[config.mk]
export PLATFORM = sky130hd
export DESIGN_NAME = fetch_stage
export DESIGN_NICKNAME = d
export VERILOG_FILES = /design/src/rtl/fetch_pkg.sv /design/src/rtl/pc_register.sv /design/src/rtl/fetch_stage.sv
export SDC_FILE = /design/constraint.sdc
export NUM_CORES = 1
export LEC_CHECK = 0
export ABC_AREA = 1
export BUFFER_PORTS_ARGS = -buffer_cell sky130_fd_sc_hd__buf_2
export CORE_ASPECT_RATIO = 1.2
export CORE_MARGIN = 2
export CORE_UTILIZATION = 52
export DETAILED_ROUTE_END_ITERATION = 7
export PLACE_DENSITY = 0.81
export SLEW_MARGIN = 20
export SYNTH_ARGS = -nofsm -noshare
export SYNTH_HDL_FRONTEND = slang
export SYNTH_HIERARCHICAL = 1
export SYNTH_SLANG_ARGS = --single-unit
[constraint.sdc]
create_clock -name clk -period 4.3 [get_ports clk]
set_input_delay 0.215 -clock clk [delete_from_list [all_inputs] [get_ports clk]]
set_output_delay 0.215 -clock clk [all_outputs]
set_load 0.02 [all_outputs]
[src/rtl/fetch_pkg.sv]
// Shared definitions for the instruction fetch stage.
//   fetch_state_e     : fetch FSM states (REQ, HOLD, DROP)
//   RESET_PC_DEFAULT  : default PC loaded on reset
//   NOP_INSTR_DEFAULT : default instruction word presented on a bubble
//   PC_INCR           : sequential fetch stride in bytes
package fetch_pkg;

    localparam logic [31:0] RESET_PC_DEFAULT  = 32'h0000_0000;
    localparam logic [31:0] NOP_INSTR_DEFAULT = 32'h0000_0000;
    localparam logic [31:0] PC_INCR           = 32'd4;

    typedef enum logic [1:0] {
        REQ  = 2'd0,
        HOLD = 2'd1,
        DROP = 2'd2
    } fetch_state_e;

endpackage

[src/rtl/pc_register.sv]
// Program counter register.
//   clk, reset  : clock, asynchronous active-high reset (loads RESET_PC)
//   en          : update the PC this cycle
//   sel_target  : when enabled, load target instead of pc + PC_INCR
//   target      : redirect address
//   pc_q        : current PC
module pc_register
    import fetch_pkg::*;
#(
    parameter logic [31:0] RESET_PC = RESET_PC_DEFAULT
) (
    input  logic        clk,
    input  logic        reset,
    input  logic        en,
    input  logic        sel_target,
    input  logic [31:0] target,
    output logic [31:0] pc_q
);

    logic [31:0] pc_d;

    always_comb begin
        pc_d = pc_q;
        if (en) begin
            pc_d = sel_target ? target : (pc_q + PC_INCR);
        end
    end

    always_ff @(posedge clk or posedge reset) begin
        if (reset) begin
            pc_q <= RESET_PC;
        end else begin
            pc_q <= pc_d;
        end
    end

endmodule

[src/rtl/fetch_stage.sv]
// Instruction fetch stage with IF/ID register and one-entry skid buffer.
//   clk, reset        : clock, asynchronous active-high reset
//   StallF, FlushD    : hold fetch / kill IF/ID contents
//   PCSrc, BranchTarget : redirect fetch to BranchTarget
//   IMemReq, IMemAddr : instruction memory request and address
//   IMemRdata, IMemReady : returned word, same-cycle completion
//   InstrD, PCPlus8D, ValidD : IF/ID register outputs
//
// state | meaning
// REQ   | request outstanding at the PC
// HOLD  | returned word parked in skid buffer while stalled, no request
// DROP  | redirect taken mid-request; old request held until it completes, word discarded
module fetch_stage
    import fetch_pkg::*;
#(
    parameter logic [31:0] RESET_PC  = RESET_PC_DEFAULT,
    parameter logic [31:0] NOP_INSTR = NOP_INSTR_DEFAULT
) (
    input  logic        clk,
    input  logic        reset,
    input  logic        StallF,
    input  logic        FlushD,
    input  logic        PCSrc,
    input  logic [31:0] BranchTarget,
    output logic        IMemReq,
    output logic [31:0] IMemAddr,
    input  logic [31:0] IMemRdata,
    input  logic        IMemReady,
    output logic [31:0] InstrD,
    output logic [31:0] PCPlus8D,
    output logic        ValidD
);

    fetch_state_e state_q, state_d;
    logic [31:0]  pc_q;
    logic         pc_en;
    logic [31:0]  pc_plus8;
    logic [31:0]  instr_q, instr_d;
    logic [31:0]  pcp8_q, pcp8_d;
    logic         valid_q, valid_d;
    logic [31:0]  skid_instr_q, skid_instr_d;
    logic [31:0]  skid_pcp8_q, skid_pcp8_d;
    logic         skid_valid_q, skid_valid_d;
    logic [31:0]  drop_addr_q, drop_addr_d;

    // The PC moves on a redirect, or once the current request completes;
    // a stalled completion still advances because the word goes to the skid.
    assign pc_en    = PCSrc || ((state_q == REQ) && IMemReady);
    assign pc_plus8 = pc_q + (PC_INCR << 1);

    pc_register #(.RESET_PC(RESET_PC)) u_pc (
        .clk        (clk),
        .reset      (reset),
        .en         (pc_en),
        .sel_target (PCSrc),
        .target     (BranchTarget),
        .pc_q       (pc_q)
    );

    always_comb begin
        state_d      = state_q;
        instr_d      = instr_q;
        pcp8_d       = pcp8_q;
        valid_d      = valid_q;
        skid_instr_d = skid_instr_q;
        skid_pcp8_d  = skid_pcp8_q;
        skid_valid_d = skid_valid_q;
        drop_addr_d  = drop_addr_q;

        case (state_q)
            REQ: begin
                if (IMemReady) begin
                    if (PCSrc) begin
                        instr_d = NOP_INSTR;
                        valid_d = 1'b0;
                    end else if (!StallF) begin
                        instr_d = IMemRdata;
                        pcp8_d  = pc_plus8;
                        valid_d = 1'b1;
                    end else begin
                        skid_instr_d = IMemRdata;
                        skid_pcp8_d  = pc_plus8;
                        skid_valid_d = 1'b1;
                        state_d      = HOLD;
                    end
                end else begin
                    if (!StallF) begin
                        instr_d = NOP_INSTR;
                        valid_d = 1'b0;
                    end
                    if (PCSrc) begin
                        // Memory still owns the old address; keep presenting it.
                        drop_addr_d = pc_q;
                        state_d     = DROP;
                    end
                end
            end
            HOLD: begin
                if (PCSrc) begin
                    skid_valid_d = 1'b0;
                    state_d      = REQ;
                    if (!StallF) begin
                        instr_d = NOP_INSTR;
                        valid_d = 1'b0;
                    end
                end else if (!StallF) begin
                    instr_d      = skid_instr_q;
                    pcp8_d       = skid_pcp8_q;
                    valid_d      = skid_valid_q;
                    skid_valid_d = 1'b0;
                    state_d      = REQ;
                end
            end
            DROP: begin
                if (!StallF) begin
                    instr_d = NOP_INSTR;
                    valid_d = 1'b0;
                end
                if (IMemReady) begin
                    state_d = REQ;
                end
            end
            default: begin
                state_d = REQ;
            end
        endcase

        // Flush only touches IF/ID; the skid and FSM carry on as normal.
        if (FlushD) begin
            instr_d = NOP_INSTR;
            valid_d = 1'b0;
        end
    end

    always_ff @(posedge clk or posedge reset) begin
        if (reset) begin
            state_q      <= REQ;
            instr_q      <= NOP_INSTR;
            pcp8_q       <= 32'h0;
            valid_q      <= 1'b0;
            skid_instr_q <= NOP_INSTR;
            skid_pcp8_q  <= 32'h0;
            skid_valid_q <= 1'b0;
            drop_addr_q  <= 32'h0;
        end else begin
            state_q      <= state_d;
            instr_q      <= instr_d;
            pcp8_q       <= pcp8_d;
            valid_q      <= valid_d;
            skid_instr_q <= skid_instr_d;
            skid_pcp8_q  <= skid_pcp8_d;
            skid_valid_q <= skid_valid_d;
            drop_addr_q  <= drop_addr_d;
        end
    end

    // Gated by reset so a request in flight is withdrawn immediately.
    assign IMemReq  = !reset && ((state_q == REQ) || (state_q == DROP));
    assign IMemAddr = (state_q == DROP) ? drop_addr_q : pc_q;
    assign InstrD   = instr_q;
    assign PCPlus8D = pcp8_q;
    assign ValidD   = valid_q;

endmodule

==> run_summary.xml <==
<?xml version="1.0" encoding="UTF-8"?>
<metrics>
  <group name="layout">
    <metric name="diode_count" unit="">0</metric>
    <metric name="post_route_cells_drive_above_1_share" unit="%">13.11</metric>
    <metric name="core_occupancy_in_the_finished_layout" unit="%">60.58</metric>
    <metric name="design.final.nets" unit="">1847</metric>
    <metric name="areaGrowthSynthToFinish" unit="%">14.99</metric>
  </group>
  <group name="route">
    <metric name="vias_per_cell" unit="">5.508</metric>
    <metric name="drt-initial-drc-count" unit="">997</metric>
    <metric name="drcViolationCount" unit="">0</metric>
    <metric name="post_drt_wl_per_cell" unit="um">15.43</metric>
    <metric name="detail_route.first_pass.iterations" unit="">6</metric>
    <metric name="vias" unit="">11340</metric>
    <metric name="final_antenna_net_count" unit="">0</metric>
    <metric name="drt_wl_total" unit="um">31770</metric>
  </group>
  <group name="die">
    <metric name="std_cell_rows" unit="">59</metric>
    <metric name="floorplan.die.width" unit="um">139.1</metric>
    <metric name="top_level_ports" unit="">168</metric>
    <metric name="initial_core_util" unit="%">52.68</metric>
    <metric name="dieHeight" unit="um">166.2</metric>
    <metric name="die-area" unit="um2">23120</metric>
    <metric name="core_area" unit="um2">21630</metric>
  </group>
  <group name="sta">
    <metric name="finalMaxSlewViolations" unit="">0</metric>
    <metric name="hold_viol" unit="">0</metric>
    <metric name="tightestPinTransition" unit="ns">1.129</metric>
    <metric name="period_share" unit="%">80.06</metric>
    <metric name="slew_hr" unit="%">24.25</metric>
    <metric name="summed_negative_setup_slack_over_all_endpoints" unit="ns">0</metric>
    <metric name="rsz0062_at_grt" unit="">false</metric>
    <metric name="timing.fmax" unit="MHz">290.5</metric>
    <metric name="post-route-min-period" unit="ns">3.443</metric>
    <metric name="timing.final.setup_violations" unit="">0</metric>
    <metric name="fin_worst_skew" unit="ns">0.01233</metric>
  </group>
  <group name="power_and_ir_drop">
    <metric name="p_leak" unit="nW">6.530</metric>
    <metric name="power.share.switching" unit="%">47.23</metric>
    <metric name="power_per_cell_area" unit="nW/um2">712.8</metric>
    <metric name="clock_power_share" unit="%">17.3</metric>
    <metric name="sw_pwr" unit="W">0.004411</metric>
    <metric name="share_seq_of_total_power" unit="%">34.7</metric>
    <metric name="vdd_ir_drop_max" unit="V">0.0003348</metric>
    <metric name="cellInternalPower" unit="W">0.004929</metric>
    <metric name="combPwrFrac" unit="%">48.0</metric>
  </group>
  <group name="global_route">
    <metric name="grt_start_max_net_pins" unit="">114</metric>
    <metric name="grt_antenna_before_repair" unit="">0</metric>
    <metric name="grt_overflow_total" unit="">0</metric>
    <metric name="first_pass_grt_wire_length" unit="um">52080</metric>
    <metric name="groute.usage.overall" unit="%">27.25</metric>
    <metric name="first_global_vias" unit="">10630</metric>
  </group>
  <group name="worst_setup_path">
    <metric name="critPathMaxFanout" unit="">27</metric>
    <metric name="start_kind" unit="">register</metric>
    <metric name="arr_time_crit_path" unit="ns">3.82</metric>
    <metric name="critical_path_required" unit="ns">4.68</metric>
    <metric name="endpoint_type_of_the_worst_setup_path" unit="">register</metric>
    <metric name="criticalPathCategory" unit="">reg2reg</metric>
  </group>
  <group name="yosys">
    <metric name="dominant_register_cell_in_the_synthesized_netlist" unit="">dfrtp_1</metric>
    <metric name="compound_gate_fraction_of_synth_area" unit="%">18.00</metric>
    <metric name="synth_top_area_share" unit="%">43.04</metric>
    <metric name="syn_nets" unit="">1720</metric>
    <metric name="dominant_combinational_cell_family_by_area_after_synthesis" unit="">simple AND/OR/NAND/NOR gates</metric>
    <metric name="postSynthCellCount" unit="">1645</metric>
    <metric name="muxShareOfSynthArea" unit="%">0</metric>
    <metric name="syn-mean-instance-area" unit="um2">6.927</metric>
    <metric name="asyncSetResetFlopFracSynth" unit="%">100.0</metric>
    <metric name="ys.warnings.count" unit="">6</metric>
    <metric name="synth_fa_ha_area_share" unit="%">0.5490</metric>
    <metric name="yosysTopAreaCell" unit="">dfrtp_1</metric>
    <metric name="ys_seq_area_share" unit="%">43.04</metric>
    <metric name="synth.cell_area" unit="um2">11390</metric>
    <metric name="synth_cell_type_count" unit="">30</metric>
    <metric name="synth_xor_xnor_area_share" unit="%">1.076</metric>
    <metric name="synth.area.top_cells" unit="">dfrtp_1, nand2_1, o21ai_0</metric>
    <metric name="synth_enable_flop_cells" unit="">0</metric>
    <metric name="ys_seq_elements" unit="">196</metric>
    <metric name="synth_simple_gate_area_share" unit="%">28.23</metric>
  </group>
  <group name="cts">
    <metric name="clock-sinks" unit="">196</metric>
    <metric name="cts.clk_slew.worst_paths" unit="ns">0.08</metric>
    <metric name="number_of_buffers_added_by_the_clock_tree_synthesis_step" unit="">17</metric>
    <metric name="clock_insertion_delay_worst_skew" unit="ns">0.44</metric>
    <metric name="max-clock-path-buffers" unit="">2</metric>
    <metric name="ctsHtreeMaxLevel" unit="">4</metric>
    <metric name="clock_tree_root_driver_cell" unit="">clkbuf_16</metric>
    <metric name="tritoncts" unit="">done</metric>
  </group>
  <group name="outcome">
    <metric name="status" unit="">finished clean</metric>
  </group>
  <group name="placement">
    <metric name="placement.io_buffers" unit="">167</metric>
    <metric name="dp.final_hpwl" unit="um">21030</metric>
    <metric name="place_congestion" unit="">0.9264</metric>
  </group>
  <group name="run">
    <metric name="max-cap-violations" unit="">0</metric>
  </group>
  <group name="hold_path">
    <metric name="hp-class" unit="">in2reg</metric>
  </group>
</metrics>
cell type report:
| cell class | instances | area, um2 |
|---|---|---|
| well taps | 274 | 342.8 |
| multi-input cells | 1193 | 5489 |
| inverters | 162 | 611.8 |
| clock inverters | 14 | 158.9 |
| flip-flops and latches | 196 | 4905 |
| repair buffers | 202 | 1166 |
| clock buffers | 18 | 429.2 |
| fillers | 1971 | 8527 |
stage by stage:
step | instances | setup WS [ns] | power (W) | hold slack [ns] | cell area [um2]
2_1_floorplan | 1645 | 2.000 | 0.006356 | 0.3246 | 11400
3_3_place_gp | 2005 | 1.183 | 0.007516 | 0.3762 | 12280
3_5_place_dp | 2005 | 1.068 | 0.007660 | 0.3776 | 12280
4_1_cts | 2059 | 1.054 | 0.009326 | 0.0006100 | 13090
5_1_grt | 2059 | 0.6870 | 0.01007 | 0.02169 | 13100
6_report | 2059 | 0.8573 | 0.009340 | 0.007312 | 13100
cell families after synthesis:
group,count (synthesis)
flip-flops,196
buffers and inverters,256
AO/OA/AOI/OAI,384
adder cells (fa/ha/maj),5
XOR/XNOR,14
AND/OR/NAND/NOR,790
repair_timing:
item | in CTS | in global routing
endpoints found under the hold margin | 77 | 0
resized for setup | 0 | 0
setup buffers | 0 | 0
hold buffers | 22 | 0
critical path, stage by stage (launching register included):
cell	delay [ns]
dfrtp_1	0.40
inv_1	0.13
ha_1	0.32
nand2_1	0.19
nand2_1	0.53
inv_2	0.37
nor2_1	0.84
inv_1	0.21
a21oi_1	0.18
o21ai_0	0.11
nand3_1	0.08
power groups by stage:
stage | combinational, W | sequential [W] | clock [W]
2_1_floorplan | 0.00295 | 0.00340 | 0
3_3_place_gp | 0.00429 | 0.00323 | 0
3_5_place_dp | 0.00440 | 0.00326 | 0
4_1_cts | 0.00445 | 0.00323 | 0.00165
5_1_grt | 0.00501 | 0.00334 | 0.00172
6_report | 0.00448 | 0.00324 | 0.00162
layer usage:
| layer | up-vias | routed length, um | GRT usage [%] |
|---|---|---|---|
| met5 | - | 0 | 0 |
| li1 | 5565 | - | - |
| met4 | 0 | 747 | 10.54 |
| met1 | 5259 | 13520 | 37.70 |
| met2 | 464 | 15300 | 44.57 |
| met3 | 52 | 2202 | 2.595 |
registers in the layout (all words and copies together) (netlist names):
name          flops
u_pc/pc_q        32
PCPlus8D         32
ValidD            1
skid_instr_q     32
drop_addr_q      32
InstrD           32
state_q           2
skid_valid_q      1
skid_pcp8_q      32
final timing paths:
path	start	to	slack, ns	depth (start not counted)
setup / recovery	state_q[0]	u_pc/pc_q[4]	0.86	10
hold / removal	BranchTarget[4]	u_pc/pc_q[4]	0.007	3
setup reg to reg	state_q[0]	u_pc/pc_q[4]	0.86	10
hold reg to reg	PCPlus8D[31]	PCPlus8D[31]	0.47	2
max in group asynchronous	reset	drop_addr_q[5]	2.91	4
min in group asynchronous	reset	skid_instr_q[30]	0.46	3
synthesized netlist by cell type (11+ instances only):
master	instances
a21oi_1	107
a31oi_1	17
buf_1	11
buf_2	32
clkbuf_1	45
dfrtp_1	196
inv_1	160
nand2_1	510
nand3_1	129
nor2_1	126
o211ai_1	36
o21ai_0	206
xor2_1	14
placed cells by master, fill, tap and decap left out, types with 6 or more instances in the layout:
cell type / count
a21oi_1: 107
o211ai_1: 36
buf_2: 167
inv_1: 157
nand2_1: 510
buf_4: 12
dfrtp_1: 196
a31oi_1: 17
dlygate4sd3_1: 22
nand3_1: 128
and2_1: 6
o21ai_1: 10
nor2_1: 126
inv_6: 6
nor2_4: 6
o21ai_0: 206
clkbuf_16: 17
xor2_1: 14
Note: power is estimated with default switching activity, not from simulation.
